$ cat src/rtl/i2s_receiver_if.sv
// ----------------------------------------------------------------------------
// i2s_receiver_if
//   Output word stream of the I2S receiver.
//
//   Handshake: the master raises m_valid with a stable payload (m_data,
//   m_chan, m_bits) and holds both until a clock edge where m_valid && m_ready
//   are both high; that edge is the single transfer point. The slave may drive
//   m_ready at any time, independent of m_valid.
//
//   Signals
//     m_data   DATA_W  received word, MSB-aligned, unused LSBs zero
//     m_chan   1       channel of the word (0 left, 1 right)
//     m_bits   6       number of bits received for the word, saturating at 63
//     m_valid  1       payload valid
//     m_ready  1       consumer accepts the payload
// ----------------------------------------------------------------------------
interface i2s_receiver_if #(
  parameter int DATA_W = 32
);
  logic [DATA_W-1:0] m_data;
  logic              m_chan;
  logic [5:0]        m_bits;
  logic              m_valid;
  logic              m_ready;

  modport master (
    output m_data,
    output m_chan,
    output m_bits,
    output m_valid,
    input  m_ready
  );

  modport slave (
    input  m_data,
    input  m_chan,
    input  m_bits,
    input  m_valid,
    output m_ready
  );
endinterface

$ cat src/rtl/i2s_receiver.sv
// ----------------------------------------------------------------------------
// i2s_receiver
//   I2S slave receiver. The BCK/LRCK/DATA pins are oversampled by clk
//   (clk must run at least 4x BCK), words are recovered MSB-first in the
//   standard one-BCK-delayed I2S format and presented on a valid/ready stream.
//   Word length is taken from the spacing of LRCK edges, so any slot width
//   works; bits beyond DATA_W are dropped, m_bits still reports the full count.
//
//   Ports
//     clk, rst   system clock, synchronous active-high reset
//     bck        I2S bit clock (asynchronous)
//     lrck       I2S word select, 0 = left/chan 0, 1 = right/chan 1 (async)
//     data       I2S serial data, changes on BCK fall (async)
//     m          output word stream (i2s_receiver_if master modport)
//     locked     receiver is aligned to LRCK
//     overflow   sticky, a completed word was dropped because the stream
//                was stalled
//     ovf_clr    clears overflow (a simultaneous new overflow wins)
//     dbg_state  current alignment FSM state (0 unlocked, 1 locked)
// ----------------------------------------------------------------------------
module i2s_receiver #(
  parameter int DATA_W      = 32,
  parameter int SYNC_STAGES = 2,
  parameter int TIMEOUT     = 256
) (
  input  logic           clk,
  input  logic           rst,
  input  logic           bck,
  input  logic           lrck,
  input  logic           data,
  i2s_receiver_if.master m,
  output logic           locked,
  output logic           overflow,
  input  logic           ovf_clr,
  output logic           dbg_state
);

  localparam int TW = $clog2(TIMEOUT + 1);
  localparam logic [TW-1:0] TMO_MAX  = TW'(TIMEOUT);
  localparam logic [TW-1:0] TMO_LAST = TW'(TIMEOUT - 1);
  // Single set bit at the MSB; shifted right by the bit count to place the
  // incoming bit. Shifts of DATA_W or more give zero, which naturally
  // discards bits past the output width.
  localparam logic [DATA_W-1:0] MSB_ONE = {1'b1, {(DATA_W-1){1'b0}}};

  typedef enum logic {
    ST_UNLOCKED = 1'b0,
    ST_LOCKED   = 1'b1
  } state_t;

  // --------------------------------------------------------------------------
  // Input synchronizers. All three pins use the same depth so that lrck_s and
  // data_s line up with the bck_s sample that produces bck_rise.
  // --------------------------------------------------------------------------
  logic [SYNC_STAGES-1:0] bck_sync;
  logic [SYNC_STAGES-1:0] lrck_sync;
  logic [SYNC_STAGES-1:0] data_sync;
  logic                   bck_s_d;

  always_ff @(posedge clk) begin
    if (rst) begin
      bck_sync  <= '0;
      lrck_sync <= '0;
      data_sync <= '0;
      bck_s_d   <= 1'b0;
    end else begin
      bck_sync  <= {bck_sync[SYNC_STAGES-2:0], bck};
      lrck_sync <= {lrck_sync[SYNC_STAGES-2:0], lrck};
      data_sync <= {data_sync[SYNC_STAGES-2:0], data};
      bck_s_d   <= bck_sync[SYNC_STAGES-1];
    end
  end

  logic bck_s;
  logic lrck_s;
  logic data_s;
  logic bck_rise;

  assign bck_s    = bck_sync[SYNC_STAGES-1];
  assign lrck_s   = lrck_sync[SYNC_STAGES-1];
  assign data_s   = data_sync[SYNC_STAGES-1];
  assign bck_rise = bck_s & ~bck_s_d;

  // --------------------------------------------------------------------------
  // State registers
  // --------------------------------------------------------------------------
  state_t            state_q, state_n;
  logic              lrck_prev_q, lrck_prev_n;
  logic [DATA_W-1:0] sreg_q, sreg_n;
  logic [5:0]        cnt_q, cnt_n;
  logic [TW-1:0]     tmo_q, tmo_n;

  logic [DATA_W-1:0] out_data_q, out_data_n;
  logic              out_chan_q, out_chan_n;
  logic [5:0]        out_bits_q, out_bits_n;
  logic              out_valid_q, out_valid_n;
  logic              ovf_q, ovf_n;

  always_ff @(posedge clk) begin
    if (rst) begin
      state_q     <= ST_UNLOCKED;
      lrck_prev_q <= 1'b0;
      sreg_q      <= '0;
      cnt_q       <= '0;
      tmo_q       <= '0;
      out_data_q  <= '0;
      out_chan_q  <= 1'b0;
      out_bits_q  <= '0;
      out_valid_q <= 1'b0;
      ovf_q       <= 1'b0;
    end else begin
      state_q     <= state_n;
      lrck_prev_q <= lrck_prev_n;
      sreg_q      <= sreg_n;
      cnt_q       <= cnt_n;
      tmo_q       <= tmo_n;
      out_data_q  <= out_data_n;
      out_chan_q  <= out_chan_n;
      out_bits_q  <= out_bits_n;
      out_valid_q <= out_valid_n;
      ovf_q       <= ovf_n;
    end
  end

  // --------------------------------------------------------------------------
  // Bit assembly helpers
  // --------------------------------------------------------------------------
  logic [DATA_W-1:0] sreg_ins;  // shift register with the current bit placed
  logic [5:0]        cnt_inc;   // saturating bit count including current bit
  logic              lrck_chg;
  logic              tmo_hit;

  always_comb begin
    sreg_ins = sreg_q;
    if (data_s) begin
      sreg_ins = sreg_q | (MSB_ONE >> cnt_q);
    end
  end

  assign cnt_inc  = (cnt_q == 6'd63) ? 6'd63 : cnt_q + 6'd1;
  assign lrck_chg = (lrck_s != lrck_prev_q);
  // The counter restarts on every BCK rise; the drop happens on the cycle it
  // would step onto TIMEOUT.
  assign tmo_hit  = !bck_rise && (tmo_q == TMO_LAST);

  // --------------------------------------------------------------------------
  // Alignment FSM and word assembly
  // --------------------------------------------------------------------------
  logic emit;

  always_comb begin
    state_n     = state_q;
    sreg_n      = sreg_q;
    cnt_n       = cnt_q;
    emit        = 1'b0;
    lrck_prev_n = lrck_prev_q;
    tmo_n       = tmo_q;

    if (bck_rise) begin
      lrck_prev_n = lrck_s;
      tmo_n       = '0;
    end else if (tmo_q != TMO_MAX) begin
      tmo_n = tmo_q + 1'b1;
    end

    case (state_q)
      ST_UNLOCKED: begin
        // Bits seen before the first LRCK edge belong to a word whose start
        // was missed, so they are never assembled.
        if (bck_rise && lrck_chg) begin
          state_n = ST_LOCKED;
          sreg_n  = '0;
          cnt_n   = '0;
        end
      end
      ST_LOCKED: begin
        if (tmo_hit) begin
          state_n = ST_UNLOCKED;
          sreg_n  = '0;
          cnt_n   = '0;
        end else if (bck_rise) begin
          if (lrck_chg) begin
            // One-BCK delay: the bit under the LRCK edge is the LSB of the
            // word that just ended.
            emit   = 1'b1;
            sreg_n = '0;
            cnt_n  = '0;
          end else begin
            sreg_n = sreg_ins;
            cnt_n  = cnt_inc;
          end
        end
      end
      default: begin
        state_n = ST_UNLOCKED;
        sreg_n  = '0;
        cnt_n   = '0;
      end
    endcase
  end

  // --------------------------------------------------------------------------
  // Output stage: one-word holding register with drop-on-stall
  // --------------------------------------------------------------------------
  always_comb begin
    out_data_n  = out_data_q;
    out_chan_n  = out_chan_q;
    out_bits_n  = out_bits_q;
    out_valid_n = out_valid_q;
    ovf_n       = ovf_q;

    if (ovf_clr) begin
      ovf_n = 1'b0;
    end

    if (out_valid_q && m.m_ready) begin
      out_valid_n = 1'b0;
    end

    if (emit) begin
      if (out_valid_q && !m.m_ready) begin
        // The consumer still owns the pending word: keep it, drop the new
        // one. Setting here overrides a same-cycle ovf_clr.
        ovf_n = 1'b1;
      end else begin
        out_data_n  = sreg_ins;
        out_chan_n  = lrck_prev_q;
        out_bits_n  = cnt_inc;
        out_valid_n = 1'b1;
      end
    end
  end

  assign m.m_data  = out_data_q;
  assign m.m_chan  = out_chan_q;
  assign m.m_bits  = out_bits_q;
  assign m.m_valid = out_valid_q;
  assign overflow  = ovf_q;
  assign locked    = (state_q == ST_LOCKED);
  assign dbg_state = state_q;

endmodule

$ cat src/flat_wrapper.sv
// flat-port wrapper written by rule: the top's interface ports become plain ports
module i2s_receiver_flat 
#(
  parameter int DATA_W      = 32,
  parameter int SYNC_STAGES = 2,
  parameter int TIMEOUT     = 256
)
  (clk, rst, bck, lrck, data, locked, overflow, ovf_clr, dbg_state, m_m_data, m_m_chan, m_m_bits, m_m_valid, m_m_ready);
  i2s_receiver_if #(.DATA_W(DATA_W)) m_i ();
  input  logic clk;
  input  logic rst;
  input  logic bck;
  input  logic lrck;
  input  logic data;
  output logic locked;
  output logic overflow;
  input  logic ovf_clr;
  output logic dbg_state;
  output wire logic [$bits(m_i.m_data)-1:0] m_m_data;
  output wire logic [$bits(m_i.m_chan)-1:0] m_m_chan;
  output wire logic [$bits(m_i.m_bits)-1:0] m_m_bits;
  output wire logic [$bits(m_i.m_valid)-1:0] m_m_valid;
  input wire logic [$bits(m_i.m_ready)-1:0] m_m_ready;
  assign m_m_data = m_i.m_data;
  assign m_m_chan = m_i.m_chan;
  assign m_m_bits = m_i.m_bits;
  assign m_m_valid = m_i.m_valid;
  assign m_i.m_ready = m_m_ready;
  i2s_receiver #(.DATA_W(DATA_W), .SYNC_STAGES(SYNC_STAGES), .TIMEOUT(TIMEOUT)) u_core (.clk(clk), .rst(rst), .bck(bck), .lrck(lrck), .data(data), .m(m_i), .locked(locked), .overflow(overflow), .ovf_clr(ovf_clr), .dbg_state(dbg_state));
endmodule
$ cat config.mk
export PLATFORM = sky130hd
export DESIGN_NAME = i2s_receiver_flat
export DESIGN_NICKNAME = d
export VERILOG_FILES = /design/src/rtl/i2s_receiver_if.sv /design/src/rtl/i2s_receiver.sv /design/src/flat_wrapper.sv
export SDC_FILE = /design/constraint.sdc
export NUM_CORES = 1
export LEC_CHECK = 0
export CORE_ASPECT_RATIO = 2
export CORE_MARGIN = 8
export CORE_UTILIZATION = 49
export CTS_BUF_LIST = sky130_fd_sc_hd__clkbuf_4
export DETAILED_ROUTE_END_ITERATION = 7
export HOLD_SLACK_MARGIN = 0.05
export PLACE_DENSITY = 0.75
export SYNTH_ARGS = -nofsm -noshare
export SYNTH_HDL_FRONTEND = slang
export SYNTH_SLANG_ARGS = --single-unit
$ cat constraint.sdc
create_clock -name clk -period 2 [get_ports clk]
set_input_delay 0.2 -clock clk [delete_from_list [all_inputs] [get_ports clk]]
set_output_delay 0.2 -clock clk [all_outputs]
set_load 0.1 [all_outputs]
==> results.tsv <==
stage	metric	value	unit
status	outcome	finished with violations	
status	violations	setup timing	
worst_setup_path	critical_path_arrival	2450	ps
grt	track_usage	0.171	
synthesis	ys_ff_latch	97	
clock_tree	clock_path_buffers	2	
route	ant_nets	0	
sta	hold_viol_final	0	
worst_setup_path	path_buf_inv	2	
final_layout	layout-drive-gt1-share	0.223	
floorplan	num_rows	46	
grt	grt.overflow.total	0	
clock_tree	cts_inserted_buffers	9	
sta	holdWs	136	ps
power	p_total	0.00314	W
clock_tree	cts_sinks	97	
placement	place.gp.congestion	0.824	
clock_tree	cts_hold_buf	0	
sta	maxSlewViolCount	0	
power	power_density	661	nW/um^2
synthesis	avgSynthCellArea	9.23	sq um
sta	finClkSkew	16.6	ps
worst_setup_path	cpPeakStageDelay	360	ps
floorplan	die_width	78.7	microns
clock_tree	htreeDepth	3	
clock_tree	cts_root_buffer	clkbuf_4	
route	wl_per_cell	16.2	microns
synthesis	synth_flop_cell	dfxtp_1	
synthesis	async_reset_ff_frac	0	
sta	max_freq	0.493	GHz
power	vdd_drop_max	0.634	mV
final_layout	syn_to_final_growth	23.2	%
synthesis	syn_nets	433	
final_layout	fin_util	0.610	
synthesis	synthTopCellsByCount	97 x dfxtp_1, 71 x nor2_1, 51 x nor3_1	
floorplan	die_area	11100	sq um
floorplan	initial_core_util	0.495	
grt	grt_max_degree	36	
placement	place_ws	-16.5	ps
final_layout	regArea	1950	sq um
final_layout	num-fill-cells	691	
worst_setup_path	critPathTopFamily	simple AND/OR/NAND/NOR gates	
route	wl	9410	microns
sta	relSlewSlack	0.651	
floorplan	fp.dieH	141	microns
worst_setup_path	path_cells	ha_4, and3_4, and3_4, ha_4, and2_4, nor2b_4, a211oi_2, buf_6, clkbuf_16, a22o_1	
placement	place.detailed.hpwl	6560	microns
synthesis	yosysWarnings	0	
route	drt_iter0_markers	303	
grt	grt_pass1_wl	15200	microns
worst_setup_path	cp_slowest_cell	dfxtp_2	
synthesis	synth_edf_count	0	
power	leakagePower	1.81	nW
route	drt-pass1-iter-count	5	
synthesis	synth.yosys.seq_area_share	0.505	
sta	tightest_slew	521	ps
final_layout	fin_nets	496	
synthesis	synthesis.area	3850	sq um
placement	port_buffers	49	
clock_tree	clk_pin_slew	140	ps
floorplan	fp.coreArea	7770	sq um
sta	min_period	2030	ps
worst_hold_path	hold_class	input port to flip-flop	
grt	grt_pass1_vias	3141	
sta	finalSetupViolCount	13	
worst_setup_path	endpoint_kind	flip-flop	
sta	worst_slack	-30.1	ps
grt	antenna_found_initial	1	
final_layout	multiInputGateArea	1810	sq um
synthesis	ys_top_cells_by_area	dfxtp_1 50%, nor2_1 6.9%, nor3_1 6.6%	
synthesis	synth.top_cell.area_share	0.505	
sta	grt_setup_unrepaired	true	
sta	fin_crit_sh	1.02	
floorplan	io_pins	50	
route	drt_drc_violations_left	0	
synthesis	synth.most_common_cell	dfxtp_1	
route	vias	3246	
worst_setup_path	crit_type	flip-flop to flip-flop	
synthesis	syn_inst	417	
run	drv_cap	0	
route	via_per_inst	5.58	
clock_tree	cts_tree	built	
synthesis	synth_top_cell_by_area	dfxtp_1	
worst_setup_path	worstPathRequired	2420	ps
worst_setup_path	cp_max_fo	8	
worst_setup_path	start_kind	flip-flop	
synthesis	synth_cell_types	41	
clock_tree	insertion_delay	460	ps
-- logic make-up after synthesis --
logic type | synth area share
flops | 0.505
fa+ha+maj | 0.0293
compound gates | 0.161
xor+xnor | 0.0202
simple gates | 0.240
mux | 0.00520
buf+inv | 0.0393
-- power breakdown --
part | leakage [nW] | switching (W) | internal [W]
sequential | 0.785 | 0.0000119 | 0.00195
combinational | 0.952 | 0.0000778 | 0.0000648
clock | 0.0761 | 0.000656 | 0.000381
total | 1.81 | 0.000746 | 0.00239
-- flip-flops by register name (all words and copies together), names as in the netlist --
| name | cells |
|---|---|
| u_core.m.m_chan | 1 |
| u_core.cnt_q | 6 |
| u_core.tmo_q | 9 |
| u_core.data_sync | 2 |
| u_core.m.m_bits | 6 |
| u_core.lrck_prev_q | 1 |
| u_core.bck_sync | 2 |
| u_core.overflow | 1 |
| u_core.dbg_state | 1 |
| u_core.lrck_sync | 2 |
| u_core.sreg_q | 32 |
| u_core.m.m_valid | 1 |
| u_core.bck_s_d | 1 |
| u_core.m.m_data | 32 |
-- what timing repair did --
action	in CTS	in global routing
gates cloned	2	1
pin swaps	0	29
buffers inserted	1	0
gates resized for setup	6	11
setup endpoints to repair	32	32
-- per-layer routing --
metal | global-route usage | routed length [microns]
met1 | 0.196 | 3830
met2 | 0.277 | 4750
met3 | 0.0494 | 518
met4 | 0.0954 | 306
met5 | 0 | 0
-- final timing paths --
path / start / endpoint / slack [ps] / cells after the start
worst max register to register: u_core.tmo_q[1] / u_core.sreg_q[13] / -30 / 10
worst min-delay path: rst / u_core.m.m_bits[4] / 140 / 2
worst min register to register: u_core.lrck_sync[0] / u_core.lrck_sync[1] / 450 / 1
worst max-delay path: u_core.tmo_q[1] / u_core.sreg_q[13] / -30 / 10
-- per-stage QoR --
step | area, sq um | setup TNS, ps | cells
global placement | 4460 | 0 | 561
floorplan | 3850 | 0 | 417
finish | 4740 | -214 | 582
CTS | 4670 | -456 | 580
global route | 4740 | -1960 | 582
detailed placement | 4460 | -81.3 | 561
-- layout by cell type (no fill, tap or decap), types with 3 or more instances in the layout --
master           Yosys  routed
clkbuf_4             0       9
and3_1               7       4
a41oi_1              3       3
and3_4               0       3
a32o_1               4       4
nand2_1             10      10
a211oi_1            16      16
xor2_1               3       3
buf_4                1      68
o21ai_0              3       3
inv_1                7       7
nor2_1              71      71
dfxtp_1             97      92
nor3_1              51      51
xnor2_1              4       4
nand4b_1             3       3
nand3_1             10      10
nor2b_1             17      16
dfxtp_2              0       5
a21oi_1              9       9
clkinv_2             0       3
a22oi_1              4       4
nand2b_1             6       6
clkdlybuf4s50_1      0       5
ha_1                 9       7
a22o_1              28      28
a311oi_1             4       4
-- cell type report --
class / instances / area share
multi-input combinational: 285 / 0.382
timing repair buffer: 80 / 0.147
tap: 96 / 0.0253
sequential: 97 / 0.411
clock inverter: 7 / 0.0148
clock buffer: 9 / 0.0142
inverter: 7 / 0.00554
antenna: 1 / 0.000528
(Power assumes the default switching activity.)
